==> config.mk <==
export PLATFORM = sky130hd
export DESIGN_NAME = score_entry_flat
export DESIGN_NICKNAME = d
export VERILOG_FILES = /design/src/rtl/score_entry_if.sv /design/src/rtl/score_entry.sv /design/src/flat_wrapper.sv
export SDC_FILE = /design/constraint.sdc
export NUM_CORES = 1
export LEC_CHECK = 0
export CORE_ASPECT_RATIO = 1.1
export CORE_MARGIN = 2
export CORE_UTILIZATION = 49
export DETAILED_ROUTE_END_ITERATION = 6
export GPL_ROUTABILITY_DRIVEN = 0
export GPL_TIMING_DRIVEN = 0
export PLACE_DENSITY_LB_ADDON = 0.12
export SETUP_SLACK_MARGIN = 0.05
export SYNTH_ARGS = -nofsm -noshare
export SYNTH_HDL_FRONTEND = slang
export SYNTH_SLANG_ARGS = --single-unit
==> constraint.sdc <==
create_clock -name clk -period 2.65 [get_ports clk]
set_input_delay 0.3975 -clock clk [delete_from_list [all_inputs] [get_ports clk]]
set_output_delay 0.3975 -clock clk [all_outputs]
set_load 0.005 [all_outputs]
==> src/rtl/score_entry_if.sv <==
// Handshake bundle for the score-entry converter: digit stream in, binary result out.
interface score_entry_if #(
    parameter int unsigned WIDTH = 12
);
    logic             start;
    logic             digit_valid;
    logic [3:0]       digit;
    logic             digit_ready;
    logic             o_valid;
    logic             o_ready;
    logic [WIDTH-1:0] o_score;
    logic             overflow;
    logic             bad_digit;

    modport master (
        output start, digit_valid, digit, o_ready,
        input  digit_ready, o_valid, o_score, overflow, bad_digit
    );

    modport slave (
        input  start, digit_valid, digit, o_ready,
        output digit_ready, o_valid, o_score, overflow, bad_digit
    );
endinterface

==> src/rtl/score_entry.sv <==
// Sequential BCD-to-binary converter: acc = acc*10 + digit over NDIGITS digits,
// saturating at 2^WIDTH-1 with sticky overflow / bad-digit flags per number.
module score_entry #(
    parameter int unsigned NDIGITS = 4,
    parameter int unsigned WIDTH   = 12
) (
    input logic         clk,
    input logic         rst_n,
    score_entry_if.slave bus
);
    localparam int unsigned CNT_W = (NDIGITS > 1) ? $clog2(NDIGITS) : 1;
    localparam int unsigned ACC_W = WIDTH + 4;
    localparam logic [ACC_W-1:0] SAT = {4'b0000, {WIDTH{1'b1}}};

    typedef enum logic [1:0] {S_IDLE, S_ACCUM, S_DONE} state_t;

    state_t             r_state;
    state_t             w_next_state;
    logic [WIDTH-1:0]   r_acc;
    logic [CNT_W-1:0]   r_cnt;
    logic               r_overflow;
    logic               r_bad;
    logic               r_valid;
    logic               r_digit_ready;

    logic [WIDTH-1:0]   w_acc_nxt;
    logic [CNT_W-1:0]   w_cnt_nxt;
    logic               w_overflow_nxt;
    logic               w_bad_nxt;
    logic               w_valid_nxt;
    logic               w_digit_ready_nxt;
    logic               w_xfer;
    logic               w_last;
    logic               w_start_ok;
    logic [3:0]         w_d_eff;
    logic [ACC_W-1:0]   w_acc_ext;
    logic [ACC_W-1:0]   w_sum;

    // start is honoured everywhere except DONE, where it needs the result taken
    assign w_xfer     = bus.digit_valid && (r_state == S_ACCUM);
    assign w_last     = (r_cnt == CNT_W'(NDIGITS - 1));
    assign w_start_ok = bus.start && ((r_state != S_DONE) || bus.o_ready);

    // State register
    always_ff @(posedge clk or negedge rst_n) begin
        if (!rst_n) begin
            r_state <= S_IDLE;
        end else begin
            r_state <= w_next_state;
        end
    end

    // Next-state logic
    always_comb begin
        w_next_state = r_state;
        case (r_state)
            S_IDLE: begin
                if (bus.start) w_next_state = S_ACCUM;
            end
            S_ACCUM: begin
                if (!bus.start && w_xfer && w_last) w_next_state = S_DONE;
            end
            S_DONE: begin
                if (bus.o_ready) w_next_state = bus.start ? S_ACCUM : S_IDLE;
            end
            default: w_next_state = S_IDLE;
        endcase
    end

    // Datapath and output next values; x10 as two shifts and an add
    always_comb begin
        w_acc_nxt         = r_acc;
        w_cnt_nxt         = r_cnt;
        w_overflow_nxt    = r_overflow;
        w_bad_nxt         = r_bad;
        w_d_eff           = (bus.digit > 4'd9) ? 4'd0 : bus.digit;
        w_acc_ext         = ACC_W'(r_acc);
        w_sum             = (w_acc_ext << 3) + (w_acc_ext << 1) + ACC_W'(w_d_eff);
        w_valid_nxt       = (w_next_state == S_DONE);
        w_digit_ready_nxt = (w_next_state == S_ACCUM);

        if (w_start_ok) begin
            w_acc_nxt      = '0;
            w_cnt_nxt      = '0;
            w_overflow_nxt = 1'b0;
            w_bad_nxt      = 1'b0;
        end else if (w_xfer) begin
            if (bus.digit > 4'd9) w_bad_nxt = 1'b1;
            if (w_sum > SAT) begin
                w_acc_nxt      = '1;
                w_overflow_nxt = 1'b1;
            end else begin
                w_acc_nxt = WIDTH'(w_sum);
            end
            w_cnt_nxt = r_cnt + CNT_W'(1);
        end
    end

    // Registered outputs and datapath state
    always_ff @(posedge clk or negedge rst_n) begin
        if (!rst_n) begin
            r_acc         <= '0;
            r_cnt         <= '0;
            r_overflow    <= 1'b0;
            r_bad         <= 1'b0;
            r_valid       <= 1'b0;
            r_digit_ready <= 1'b0;
        end else begin
            r_acc         <= w_acc_nxt;
            r_cnt         <= w_cnt_nxt;
            r_overflow    <= w_overflow_nxt;
            r_bad         <= w_bad_nxt;
            r_valid       <= w_valid_nxt;
            r_digit_ready <= w_digit_ready_nxt;
        end
    end

    assign bus.o_score     = r_acc;
    assign bus.overflow    = r_overflow;
    assign bus.bad_digit   = r_bad;
    assign bus.o_valid     = r_valid;
    assign bus.digit_ready = r_digit_ready;
endmodule

==> src/flat_wrapper.sv <==
// flat-port wrapper written by rule: the top's interface ports become plain ports
module score_entry_flat 
#(
    parameter int unsigned NDIGITS = 4,
    parameter int unsigned WIDTH   = 12
)
  (clk, rst_n, bus_start, bus_digit_valid, bus_digit, bus_o_ready, bus_digit_ready, bus_o_valid, bus_o_score, bus_overflow, bus_bad_digit);
  score_entry_if #(.WIDTH(WIDTH)) bus_i ();
  input logic clk;
  input logic rst_n;
  input wire logic [$bits(bus_i.start)-1:0] bus_start;
  input wire logic [$bits(bus_i.digit_valid)-1:0] bus_digit_valid;
  input wire logic [$bits(bus_i.digit)-1:0] bus_digit;
  input wire logic [$bits(bus_i.o_ready)-1:0] bus_o_ready;
  output wire logic [$bits(bus_i.digit_ready)-1:0] bus_digit_ready;
  output wire logic [$bits(bus_i.o_valid)-1:0] bus_o_valid;
  output wire logic [$bits(bus_i.o_score)-1:0] bus_o_score;
  output wire logic [$bits(bus_i.overflow)-1:0] bus_overflow;
  output wire logic [$bits(bus_i.bad_digit)-1:0] bus_bad_digit;
  assign bus_i.start = bus_start;
  assign bus_i.digit_valid = bus_digit_valid;
  assign bus_i.digit = bus_digit;
  assign bus_i.o_ready = bus_o_ready;
  assign bus_digit_ready = bus_i.digit_ready;
  assign bus_o_valid = bus_i.o_valid;
  assign bus_o_score = bus_i.o_score;
  assign bus_overflow = bus_i.overflow;
  assign bus_bad_digit = bus_i.bad_digit;
  score_entry #(.NDIGITS(NDIGITS), .WIDTH(WIDTH)) u_core (.clk(clk), .rst_n(rst_n), .bus(bus_i));
endmodule
==> results.yml <==
routing:
  drt_drc_violations_left: 3
  routed-via-count: 1586
  wl_cell_um: 18.2
  drt_pass1_iterations: 6
  post_drt_via_cell_ratio: 6.40
  drt-initial-drc-count: 78
  sum_of_routed_wire_length_over_all_layers_mm: 4.51
  final_antenna_net_count: 0
worst_setup_path:
  crit_path_top_delay_cell: "sky130_fd_sc_hd__fa_2"
  crit_path_max_incr_delay_ns: 0.51
  setup.worst_path.start: "bus_digit[1]"
  capture_point_of_the_worst_reg_to_reg_path: "u_core.bus.o_score[1]"
  worstSetupPathDepth: 11
  critical_path.top_delay_family: "compound AO/OA/AOI/OAI gates"
  worst-r2r-cell-count: 9
  critPathLaunchType: "primary input"
  critPathCaptureType: "register"
  cp_data_required_time_ns: 2.84
  class_of_the_most_critical_setup_path: "primary input to register"
  worstPathMaxFanout: 5
  worst-r2r-setup-slack_ns: -0.21
  worst_setup_path_endpoint: "u_core.bus.o_score[0]"
  worst_ep_arrival_time_ns: 3.05
  critical_path.cell_chain: "buf_2 -> nor3b_4 -> fa_2 -> fa_2 -> a21o_1 -> a221oi_4 -> o2bb2ai_4 -> a21o_1 -> a21oi_4 -> buf_8 -> a31oi_4"
  cp_num_buf_inv: 2
  worst_r2r_startpoint: "u_core.bus.o_score[2]"
grt:
  antenna_violations_before_repair: 0
  grt_first_pass_wirelength_mm: 6.76
  grt_start_max_net_pins: 21
  grt_pass1_vias: 1508
  track_usage_pct: 22.4
  overflow: 0
clocking:
  max-clock-path-buffers: 2
  clock_insertion_delay_worst_skew_ns: 0.30
  htree_num_levels: 1
  root_buffer: "sky130_fd_sc_hd__clkbuf_4"
  cts_sinks: 20
  cts.reportedPaths.clkPinSlew_ns: 0.11
  holdBufCountCts: 0
  cts_inserted_buffers: 3
  tritoncts_clock_tree: "yes"
synthesis:
  yosysWarningCount: 0
  synth_enable_flop_cells: 0
  synth_ff_type: "sky130_fd_sc_hd__dfrtp_1"
  asyncSetResetFlopFracSynth_pct: 100
  seq_area_frac_synth_pct: 30.7
  yosys.cell_types.count: 44
  netlist.area_leader.share_pct: 30.7
  syn_avg_cell_area_um2: 9.41
  post-synth-top-area-cell: "sky130_fd_sc_hd__dfrtp_1"
  postSynthRegisterBits: 20
  synthesis.nets: 208
  syn-cell-area_mm2: 0.00163
  synth.area.top_cells: "sky130_fd_sc_hd__dfrtp_1 (31%), sky130_fd_sc_hd__ha_1 (18%), sky130_fd_sc_hd__a21oi_1 (8.9%), sky130_fd_sc_hd__a31oi_1 (4.6%), sky130_fd_sc_hd__o21ai_0 (3.7%)"
  synthCells: 173
floorplanning:
  core.rowCount: 21
  fp.dieArea_mm2: 0.00380
  die_y_um: 64.5
  fp.coreArea_mm2: 0.00310
  io_pins: 25
  start_util_pct: 52.5
  die-width_um: 59.0
finish:
  drive_gt1_share_pct: 25.2
  antenna_cells: 0
  area_delta_synth_final_pct: 40.9
  final.fill_count: 220
  num-nets-final: 251
  instances_no_fill: 248
timing:
  setup_ws_ns: -0.217
  fin_skew_ns: 0.00695
  grt_setup_unrepaired: "yes"
  post-route-min-period_ns: 2.87
  maxClockFrequency_mhz: 349
  min_period_over_period_pct: 108
  final.setup.tns_ns: -2.54
  max_slew_margin_pct: 41.2
  finalSetupViolCount: 13
  final_max_slew_viol_count: 0
  final_hold_viol_count: 0
  timing.hold.ws_ns: 0.503
  max_slew.worst_pin.slew_ns: 0.879
pwr:
  internal-power_uw: 1310
  part_of_the_power_in_the_clock_network_pct: 5.7
  swShare_pct: 47.2
  pwr-share-seq_pct: 20.5
  switching_power_uw: 1180
  cellLeakagePower_uw: 0.000970
  power.density_cell_area_mw_per_mm2: 1090
  comb_power_share_pct: 73.8
  vdd_ir_drop_max_mv: 0.592
status:
  outcome: "finished with violations"
  failed_checks: "DRC, setup timing"
placement:
  port-buffer-count: 24
  placed_cells_incl_taps: 231
  detailedPlacementHpwl_mm: 2.91
min_path:
  hp-class: "register to register"
run:
  drv_cap: 0
[worst min path at each step]
stage	start	endpoint	slack (ns)	cells after the start
floorplan	rst_n	u_core.bus.bad_digit	0.10	0
detailed placement	u_core.r_cnt[1]	u_core.r_cnt[1]	0.49	1
CTS	u_core.bus.overflow	u_core.bus.overflow	0.51	2
global placement	u_core.bus.bad_digit	u_core.bus.bad_digit	0.47	2
finish	u_core.bus.bad_digit	u_core.bus.bad_digit	0.50	2
global route	bus_digit[3]	u_core.bus.bad_digit	0.53	3
[sequential cells by signal, summed over array words and instances (netlist names)]
name and flops:
u_core.bus.o_valid 1, u_core.bus.overflow 1, u_core.r_cnt 2, u_core.bus.digit_ready 1
u_core.r_state 2, u_core.bus.o_score 12, u_core.bus.bad_digit 1
[cell usage in the layout, fill, tap and decap left out, drive strengths merged, types with 2 or more instances in the layout]
master / n
a32oi: 2
clkbuf: 7
nor2: 5
a21o: 4
dfrtp: 20
fa: 2
a31oi: 12
xnor2: 6
buf: 21
inv: 2
ha: 24
a21oi: 29
o21ai: 13
a22o: 3
nand2: 14
and3: 3
and4: 2
nor2b: 4
clkdlybuf4s50: 21
[cell usage after synthesis, drive strengths merged, types with 2 or more instances]
| library cell | instances |
|---|---|
| a21o | 4 |
| a21oi | 29 |
| a22o | 3 |
| a31oi | 12 |
| a32oi | 2 |
| and3 | 3 |
| and4 | 2 |
| buf | 3 |
| clkbuf | 5 |
| dfrtp | 20 |
| fa | 2 |
| ha | 24 |
| inv | 2 |
| nand2 | 14 |
| nor2 | 5 |
| nor2b | 4 |
| o21ai | 13 |
| xnor2 | 6 |
[routing by layer]
layer / GRT usage (%) / part of all wire [%] / vias to the layer above
li1: - / - / 750
met1: 29.0 / 42 / 796
met2: 38.8 / 53 / 34
met3: 2.00 / 3.3 / 6
met4: 6.82 / 1.3 / 0
met5: 0 / 0 / -
[layout make-up]
| class | count | area [µm²] | share of cell area, % |
|---|---|---|---|
| inverters | 2 | 7.51 | 0.327 |
| flip-flops and latches | 20 | 507 | 22.1 |
| clock buffers | 3 | 22.5 | 0.982 |
| well taps | 34 | 42.5 | 1.85 |
| plain buffers | 7 | 48.8 | 2.13 |
| multi-input cells | 143 | 1310 | 57.2 |
| repair buffers | 39 | 353 | 15.4 |
[metrics by stage]
step / total power [µW] / util (%) / worst slack (ns) / cell area [µm²]
finish: 2490 / 74.0 / -0.217 / 2290
global route: 2680 / 74.0 / -0.313 / 2290
CTS: 2040 / 65.4 / -0.259 / 2030
detailed placement: 1800 / 62.8 / -0.969 / 1950
global placement: 1750 / 62.8 / -0.867 / 1950
floorplan: 1380 / - / -0.190 / 1660
[worst reg2reg max path: cells and delay by family (launching register included)]
family	cells	cell delay, ns
flops	1	0.44
fa+ha+maj	2	0.82
simple gates	3	0.81
compound gates	3	0.53
buf+inv	1	0.15
[repair_timing]
| item | CTS | global route |
|---|---|---|
| setup endpoints to repair | 13 | 13 |
| resized for setup | 18 | 30 |
| gates cloned | 1 | 1 |
| pin swaps | 18 | 16 |
| setup buffers | 5 | 8 |
[kinds of logic (layout without fill, tap and decap cells)]
kind of cell    after synthesis  count (layout)  synth area share (%)
fa+ha+maj                    26              26                  20.9
buf+inv                      10              51                  3.07
xor+xnor                      7               7                  3.77
flops                        20              20                  30.7
simple gates                 35              35                  12.0
compound gates               75              75                  29.5
[power by group through the flow]
stage                     sequential, µW  combinational [µW]  clock, µW
after CTS                            503                1400        139
final                                510                1840        142
after global placement               511                1240          0
after global routing                 525                2000        151
after detailed placement             514                1290          0
after floorplan                      484                 898          0
Power figures use the tool's default switching activity.
